===== src/rtl/version_pkg.sv =====
// Build identification constants stamped into the version record.
package version_pkg;

  localparam logic [7:0]  VER_MAJOR  = 8'h00;
  localparam logic [7:0]  VER_MINOR  = 8'h00;
  localparam logic [7:0]  VER_PATCH  = 8'h00;
  localparam logic [7:0]  VER_BUILD  = 8'h31;
  localparam logic [15:0] VER_YEAR   = 16'h2025;
  localparam logic [7:0]  VER_MONTH  = 8'h11;
  localparam logic [7:0]  VER_DAY    = 8'h05;
  localparam logic [7:0]  VER_HOUR   = 8'h11;
  localparam logic [7:0]  VER_MINUTE = 8'h28;
  localparam logic [7:0]  VER_SECOND = 8'h19;

endpackage


===== src/rtl/version_proto_pkg.sv =====
// Host protocol constants, responder FSM states and version record builder.
package version_proto_pkg;

  import version_pkg::*;

  localparam logic [7:0] CMD_VERSION_DEF = 8'h56;
  localparam logic [7:0] SOF_BYTE_DEF    = 8'hA5;
  localparam logic [7:0] LEN_BYTE        = 8'h0B;
  localparam int         PAYLOAD_BYTES   = 11;

  typedef enum logic [2:0] {
    ST_IDLE    = 3'd0,
    ST_SOF     = 3'd1,
    ST_LEN     = 3'd2,
    ST_PAYLOAD = 3'd3,
    ST_CHK     = 3'd4
  } state_t;

  // Byte 0 (major) lands in the top byte so payload byte i is bits [87-8i -: 8].
  function automatic logic [87:0] build_version_record();
    return {VER_MAJOR, VER_MINOR, VER_PATCH, VER_BUILD,
            VER_YEAR[15:8], VER_YEAR[7:0], VER_MONTH, VER_DAY,
            VER_HOUR, VER_MINUTE, VER_SECOND};
  endfunction

endpackage


===== src/rtl/version_reporter.sv =====
// Answers a version command byte with one framed, checksummed 14-byte record:
// SOF, LEN, 11 payload bytes, CHK (LEN..CHK sums to zero mod 256).
module version_reporter
  import version_proto_pkg::*;
#(
  parameter logic [87:0] VERSION_RECORD = build_version_record(),
  parameter logic [7:0]  CMD_VERSION    = CMD_VERSION_DEF,
  parameter logic [7:0]  SOF_BYTE       = SOF_BYTE_DEF
) (
  input  logic       clk,
  input  logic       rst_n,
  input  logic       s_valid,
  input  logic [7:0] s_data,
  output logic       s_ready,
  output logic       m_valid,
  output logic [7:0] m_data,
  input  logic       m_ready,
  output logic       busy,
  output logic       cmd_drop
);

  localparam logic [3:0] LAST_IDX = 4'(PAYLOAD_BYTES - 1);

  // Selects payload byte idx of the record; out-of-range indices read as zero.
  function automatic logic [7:0] payload_byte(input logic [3:0] idx);
    logic [7:0] b;
    b = 8'h00;
    for (int k = 0; k < PAYLOAD_BYTES; k++) begin
      if (idx == 4'(k)) b = VERSION_RECORD[87 - 8*k -: 8];
    end
    return b;
  endfunction

  state_t     state_q, state_d;
  logic [3:0] idx_q, idx_d;
  logic [7:0] acc_q, acc_d;
  logic [7:0] m_data_q, m_data_d;
  logic       m_valid_q, m_valid_d;
  logic       cmd_drop_q, cmd_drop_d;

  logic       xfer;
  logic       cmd_hit;
  logic [7:0] cur_byte;
  logic [7:0] acc_sum;

  assign xfer     = m_valid_q && m_ready;
  assign cmd_hit  = s_valid && (s_data == CMD_VERSION);
  assign cur_byte = payload_byte(idx_q);
  assign acc_sum  = acc_q + cur_byte;

  // Commands are never back-pressured; ready simply follows reset.
  assign s_ready  = rst_n;
  assign m_valid  = m_valid_q;
  assign m_data   = m_data_q;
  assign busy     = (state_q != ST_IDLE);
  assign cmd_drop = cmd_drop_q;

  // Next-state, output byte and checksum accumulation; everything advances on a transfer.
  always_comb begin
    state_d    = state_q;
    idx_d      = idx_q;
    acc_d      = acc_q;
    m_data_d   = m_data_q;
    m_valid_d  = m_valid_q;
    // Busy includes the CHK transfer cycle, so a command then is dropped too.
    cmd_drop_d = cmd_hit && (state_q != ST_IDLE);

    case (state_q)
      ST_IDLE: begin
        if (cmd_hit) begin
          state_d   = ST_SOF;
          m_data_d  = SOF_BYTE;
          m_valid_d = 1'b1;
          idx_d     = 4'd0;
          acc_d     = 8'h00;
        end
      end
      ST_SOF: begin
        if (xfer) begin
          state_d  = ST_LEN;
          m_data_d = LEN_BYTE;
          acc_d    = LEN_BYTE;
        end
      end
      ST_LEN: begin
        if (xfer) begin
          state_d  = ST_PAYLOAD;
          idx_d    = 4'd0;
          m_data_d = payload_byte(4'd0);
        end
      end
      ST_PAYLOAD: begin
        if (idx_q > LAST_IDX) begin
          // Unreachable index: abandon the frame rather than emit garbage.
          state_d   = ST_IDLE;
          m_valid_d = 1'b0;
          m_data_d  = 8'h00;
          idx_d     = 4'd0;
        end else if (xfer) begin
          acc_d = acc_sum;
          if (idx_q == LAST_IDX) begin
            state_d  = ST_CHK;
            m_data_d = 8'h00 - acc_sum;
          end else begin
            idx_d    = idx_q + 4'd1;
            m_data_d = payload_byte(idx_q + 4'd1);
          end
        end
      end
      ST_CHK: begin
        if (xfer) begin
          state_d   = ST_IDLE;
          m_valid_d = 1'b0;
          m_data_d  = 8'h00;
        end
      end
      default: begin
        state_d   = ST_IDLE;
        m_valid_d = 1'b0;
        m_data_d  = 8'h00;
        idx_d     = 4'd0;
      end
    endcase
  end

  // State and output registers; reset abandons any frame in flight.
  always_ff @(posedge clk or negedge rst_n) begin
    if (!rst_n) begin
      state_q    <= ST_IDLE;
      idx_q      <= 4'd0;
      acc_q      <= 8'h00;
      m_data_q   <= 8'h00;
      m_valid_q  <= 1'b0;
      cmd_drop_q <= 1'b0;
    end else begin
      state_q    <= state_d;
      idx_q      <= idx_d;
      acc_q      <= acc_d;
      m_data_q   <= m_data_d;
      m_valid_q  <= m_valid_d;
      cmd_drop_q <= cmd_drop_d;
    end
  end

endmodule


===== config.mk =====
export PLATFORM = sky130hd
export DESIGN_NAME = version_reporter
export DESIGN_NICKNAME = d
export VERILOG_FILES = /design/src/rtl/version_pkg.sv /design/src/rtl/version_proto_pkg.sv /design/src/rtl/version_reporter.sv
export SDC_FILE = /design/constraint.sdc
export NUM_CORES = 1
export LEC_CHECK = 0
export ABC_AREA = 1
export BUFFER_PORTS_ARGS = -buffer_cell sky130_fd_sc_hd__buf_2
export CAP_MARGIN = 10
export CORE_ASPECT_RATIO = 1.75
export CORE_UTILIZATION = 35
export DETAILED_ROUTE_END_ITERATION = 8
export SKIP_LAST_GASP = 1
export SLEW_MARGIN = 20
export SYNTH_ARGS = -nofsm -noshare
export SYNTH_HDL_FRONTEND = slang
export SYNTH_SLANG_ARGS = --single-unit

===== constraint.sdc =====
create_clock -name clk -period 4.1 [get_ports clk]
set_input_delay 0.615 -clock clk [delete_from_list [all_inputs] [get_ports clk]]
set_output_delay 0.615 -clock clk [all_outputs]
set_load 0.005 [all_outputs]

After elaboration in Yosys (flattened, before gate mapping)
Cells that the tools add are included.

Logic and storage cells: 103. Output and inout bits: 12. Register bits: 25. Input bits: 12.

Equal/unequal tests: 32. Reductions and logical operators: 14. $lt $le $gt $ge: 1. Add/sub/neg operators: 3. Bitwise logic cells: 2. Multiplexer cells: 45.

Operators with widths (number): $mux 8 (22); $eq 4x3->1 const B (8); $pmux 8 s4 (1); $eq 4x4->1 const B (6); $pmux 8 s3 (1); $mux 3 (7); $mux 4 (5); $mux 6 (3); $pmux 4 s4 (1); $pmux 3 s5 (1); $ne 2x2->1 const B (7); $reduce_and 5->1 (2); $ne 3x3->1 const B (3); $add 8x8->8 (1); $eq 4x2->1 const B (2); $eq 8x7->1 const B (1); $reduce_and 4->1 (2); $sub 1x8->8 const A (1); $eq 3x2->1 const B (2); $reduce_and 6->1 (1); $reduce_bool 3->1 (2); $reduce_or 2->1 (3); $add 4x1->4 const B (1); $gt 4x4->1 const B (1); 8 further kinds (13).

Depth between registers and ports, before layout
Word-level depth: 15. Gate-level depth with buffers: 22. Depth with buffers taken out: 22.

Worst setup path before layout
No wires, ideal clock.

Path type: register to register. Start: register idx_q[0]. End: register m_data_q[2] (netlist: m_data[2]). Period minus slack after synthesis: 2.581 ns. Required time: 3.984 ns. Data arrival time: 2.464 ns. Buffers on the path: 0. Cell stages (with the launch flop): 16. Library setup time: 0.116 ns. Slack: 1.519 ns. Cells stage by stage: dfrtp_1 inv_1 ha_1 nand3_1 nand3_1 o21ai_0 nand2_1 ha_1 ha_1 inv_1 ha_1 or2_2 a21oi_1 o21ai_0 nand2_1 nand2_1.

Cells in the longest elaborated chain, start to end: 15. Elaborated cells on any way between the ends: 40. Classes of those cells: add/sub (3); order compare (1); eq/ne (16); mux (19); reduce/logical (1).

RTL lines: start, declared (RTL line version_reporter.sv:35) `logic [3:0] idx_q, idx_d;`; start signal, assigned (RTL line version_reporter.sv:137) `idx_q <= idx_d;`; $eq 4x2->1 (RTL line version_reporter.sv:29) `if (idx == 4'(k)) b = VERSION_RECORD[87 - 8*k -: 8];`; $mux 6 (2 in series) (RTL line version_reporter.sv:29); $mux 8 (6 in series) (RTL line version_reporter.sv:29); $add 8x8->8 (RTL line version_reporter.sv:49) `assign acc_sum = acc_q + cur_byte;`; $sub 1x8->8 (RTL line version_reporter.sv:103) `m_data_d = 8'h00 - acc_sum;`; $mux 8 (RTL line version_reporter.sv:101) `if (idx_q == LAST_IDX) begin`; $mux 8 (RTL line version_reporter.sv:99) `end else if (xfer) begin`; $mux 8 (RTL line version_reporter.sv:93) `if (idx_q > LAST_IDX) begin`; $pmux 8 s4 (RTL line version_reporter.sv:68) `case (state_q)`; end signal, assigned (RTL line version_reporter.sv:139) `m_data_q <= m_data_d;`; end, declared (RTL line version_reporter.sv:37) `logic [7:0] m_data_q, m_data_d;`.

Parallel ways exist; a longest one is shown, timed or not. The select of a mux whose other input is x is not followed. A chain may end at the register's enable or synchronous reset.

Final worst setup path
Start: register idx_q[0]. End: register m_data_q[5] (netlist: m_data[5]).

The elaborated chain is that of the path after synthesis.

==> results.py <==
metrics = {
    "outcome": {
        "status": "finished clean",
    },
    "clocking": {
        "cts_inserted_buffers": 3,
        "cts_num_sinks": 25,
        "h-tree-depth": 1,
        "clk_pin_slew_ns": 0.09,
        "cts-root-buf": "clkbuf_8",
        "post_cts_buffers": 0,
        "clk_latency_ns": 0.27,
        "cts_tree": "yes",
        "hold_buffers": 0,
        "cts.repair.resized": 0,
        "clockBufferDepth": 2,
    },
    "power": {
        "clkPwrFrac_pct": 13.7,
        "power_density_nw_per_um2": 484.0,
        "comb_power_share_pct": 53.8,
        "p_leak_nw": 1.257,
        "peakVddDrop_mv": 0.3241,
        "p_seq_share_pct": 32.4,
        "switching_share_pct": 47.65,
        "p_int_uw": 570.6,
        "p_sw_uw": 519.5,
    },
    "timing": {
        "rsz0062_at_grt": "no",
        "maxSlewHeadroom_pct": 59.84,
        "period_minus_slack_ns": 2.835,
        "tns_ns": 0,
        "finalHoldViolations": 0,
        "fin_skew_ns": 0.006766,
        "setup_viol": 0,
        "worstMarginPinSlew_ns": 0.6024,
        "layout_setup_ws_ns": 1.265,
        "fmax_ghz": 0.3528,
        "fin_crit_sh_pct": 69.14,
        "drv_slew": 0,
    },
    "final_layout": {
        "syn_to_final_growth_pct": 9.890,
        "diodes": 0,
        "fin_cells": 410,
        "drive_gt1_share_pct": 13.47,
        "fin_nets": 358,
        "fillers": 654,
    },
    "critical_path": {
        "crit_path_max_fanout": 6,
        "arrival_ns": 3.01,
        "path_class": "register to register",
        "ff2ff_setup_slack_ns": 1.27,
        "r2r_start": "idx_q[0]",
        "reg2reg_to": "m_data[5]",
        "cp-start-kind": "register",
        "path_cells": "inv_1, ha_1, nand3_1, nand3_1, o21ai_0, nand2_1, ha_1, ha_1, inv_1, nand2_1, nor2_1, nand3_1, nor2_1, nand2_1, nand2_1, nand2_1, nand2_1, nand2_1, nand2_1, nand2_1",
        "worstSetupEndpointType": "register",
        "worstRegToRegCells": 20,
        "cpPeakStageDelay_ns": 0.43,
        "cp.required_ns": 4.27,
        "crit_start": "idx_q[0]",
        "cp_common_cell": "nand2_1",
        "crit_slowest_cell": "dfrtp_1",
    },
    "global_route": {
        "antenna_found_initial": 0,
        "met3_usage_pct": 1.493,
        "top_usage_layer": "met2",
        "grt_overflow": 0,
        "grt_pass1_vias": 1987,
        "grtUsageMet2_pct": 36.32,
        "grt_use_met1_pct": 18.63,
        "track_usage_pct": 18.41,
        "grt_max_degree": 27,
        "grt_first_pass_wirelength_um": 8687,
    },
    "worst_hold_path": {
        "hp-class": "input port to asynchronous set/reset pin",
    },
    "routing": {
        "remaining_drc_errors": 0,
        "drtAntennaViolNets": 0,
        "drt_iter0_drc": 73,
        "routedWlPerCell_um": 12.56,
        "dr.pass1.iters": 4,
        "vias": 2036,
        "routed_wl_um": 5150,
        "avgViaCountPerCell": 4.966,
    },
    "synthesis": {
        "ys.warnings.count": 0,
        "synth_area_um2": 2049,
        "synthTopCellsByCount": "nand2_1, inv_1, nand3_1",
        "yosys_most_used_dff": "dfrtp_1",
        "synth_cells": 313,
        "seq_area_frac_synth_pct": 30.53,
        "postSynthAreaPerCell_um2": 6.548,
        "synth_top_area_cell": "dfrtp_1",
        "synth.area.top_cells": "dfrtp_1, nand2_1, nand3_1",
        "synth_cell_types": 32,
        "synth_top_area_share_pct": 30.53,
        "synth_seq_cells": 25,
        "synth_edf_count": 0,
        "async_flop_share_pct": 100.0,
        "synth.most_common_cell": "nand2_1",
        "syn_nets": 336,
    },
    "place": {
        "pre_cts_slack_ns": 1.288,
        "placed_cells": 406,
        "hpwl_um": 4255,
        "numPortBuffers": 23,
        "place.gp.congestion": 1.004,
    },
    "flow_run": {
        "max_cap_violations": 0,
    },
    "floorplan": {
        "die-area_um2": 6178,
        "ios": 24,
        "num_rows": 36,
        "die_width_um": 59.85,
        "initial_core_util_pct": 36.69,
        "core-area_um2": 5585,
        "dieHeight_um": 103.2,
    },
}
[per-layer routing]
layer | vias to the layer above | wire, um
met3 | 14 | 116
met4 | 0 | 173
li1 | 1056 | -
met2 | 41 | 2919
met1 | 925 | 1941
met5 | - | 0
[power by group through the flow]
stage          clock [mW]  sequential, mW  combinational, mW
2_1_floorplan           0           0.353              0.453
5_1_grt             0.160           0.362              0.675
3_5_place_dp            0           0.358              0.593
4_1_cts             0.153           0.354              0.593
3_3_place_gp            0           0.357              0.592
6_report            0.150           0.354              0.587
[worst max path at each step]
stage               slack, ns        end  depth (start not counted)
detailed placement       1.29  m_data[5]                         20
CTS                      1.26  m_data[5]                         20
finish                   1.27  m_data[5]                         20
global placement         1.33  m_data[6]                         17
floorplan                1.52  m_data[2]                         15
global route             0.87  m_data[5]                         20
[placed cells by master (no fill, tap or decap), types with 3 or more instances in the layout]
cell,netlist,routed
nand2_2,5,5
nand2_1,101,101
nor2_1,22,22
inv_1,40,40
ha_1,11,11
a31oi_1,3,3
clkbuf_8,0,3
o21ai_0,23,23
nand4_1,6,6
buf_2,1,23
o22ai_1,5,5
o21ai_1,4,4
nor2_4,3,3
nand3_1,31,31
inv_2,4,4
a21oi_1,8,8
dfrtp_1,25,25
[through the flow]
stage / area [um^2] / total power [mW] / hold WS [ns] / utilization (%)
5_1_grt: 2252 / 1.197 / 0.3922 / 40.32
6_report: 2252 / 1.090 / 0.3366 / 40.32
3_3_place_gp: 2206 / 0.9496 / 0.4600 / 39.49
4_1_cts: 2252 / 1.101 / 0.3612 / 40.32
2_1_floorplan: 2049 / 0.8056 / 0.3194 / -
3_5_place_dp: 2206 / 0.9506 / 0.4696 / 39.49
[state kept, by name, summed over array words and instances (netlist names)]
| signal | count |
|---|---|
| cmd_drop | 1 |
| acc_q | 8 |
| m_data | 8 |
| idx_q | 4 |
| state_q | 3 |
| m_valid | 1 |
[cell type report]
| cell class | instances | area, um^2 | area share, % |
|---|---|---|---|
| Tap cell | 76 | 95.09 | 4.222 |
| Timing Repair Buffer | 23 | 115.1 | 5.111 |
| Clock buffer | 3 | 41.29 | 1.833 |
| Sequential cell | 25 | 625.6 | 27.78 |
| Clock inverter | 1 | 5.005 | 0.2222 |
| Multi-Input combinational cell | 237 | 1199 | 53.22 |
| Inverter | 45 | 171.4 | 7.611 |
[critical path, delay by kind of cell (launching register included)]
kind	cells	cell delay, ns
flip-flops	1	0.43
AO/OA/AOI/OAI	1	0.15
AND/OR/NAND/NOR	14	1.14
buffers and inverters	2	0.19
adder cells (fa/ha/maj)	3	0.81
[cells by family (layout without fill, tap and decap cells)]
kind of cell	after synthesis	in the layout	share of synthesized area, %
AND/OR/NAND/NOR	177	177	38.52
buffers and inverters	51	72	10.99
AO/OA/AOI/OAI	49	49	13.25
flip-flops	25	25	30.53
adder cells (fa/ha/maj)	11	11	6.715
No activity file was read; power rests on OpenSTA's default activity.
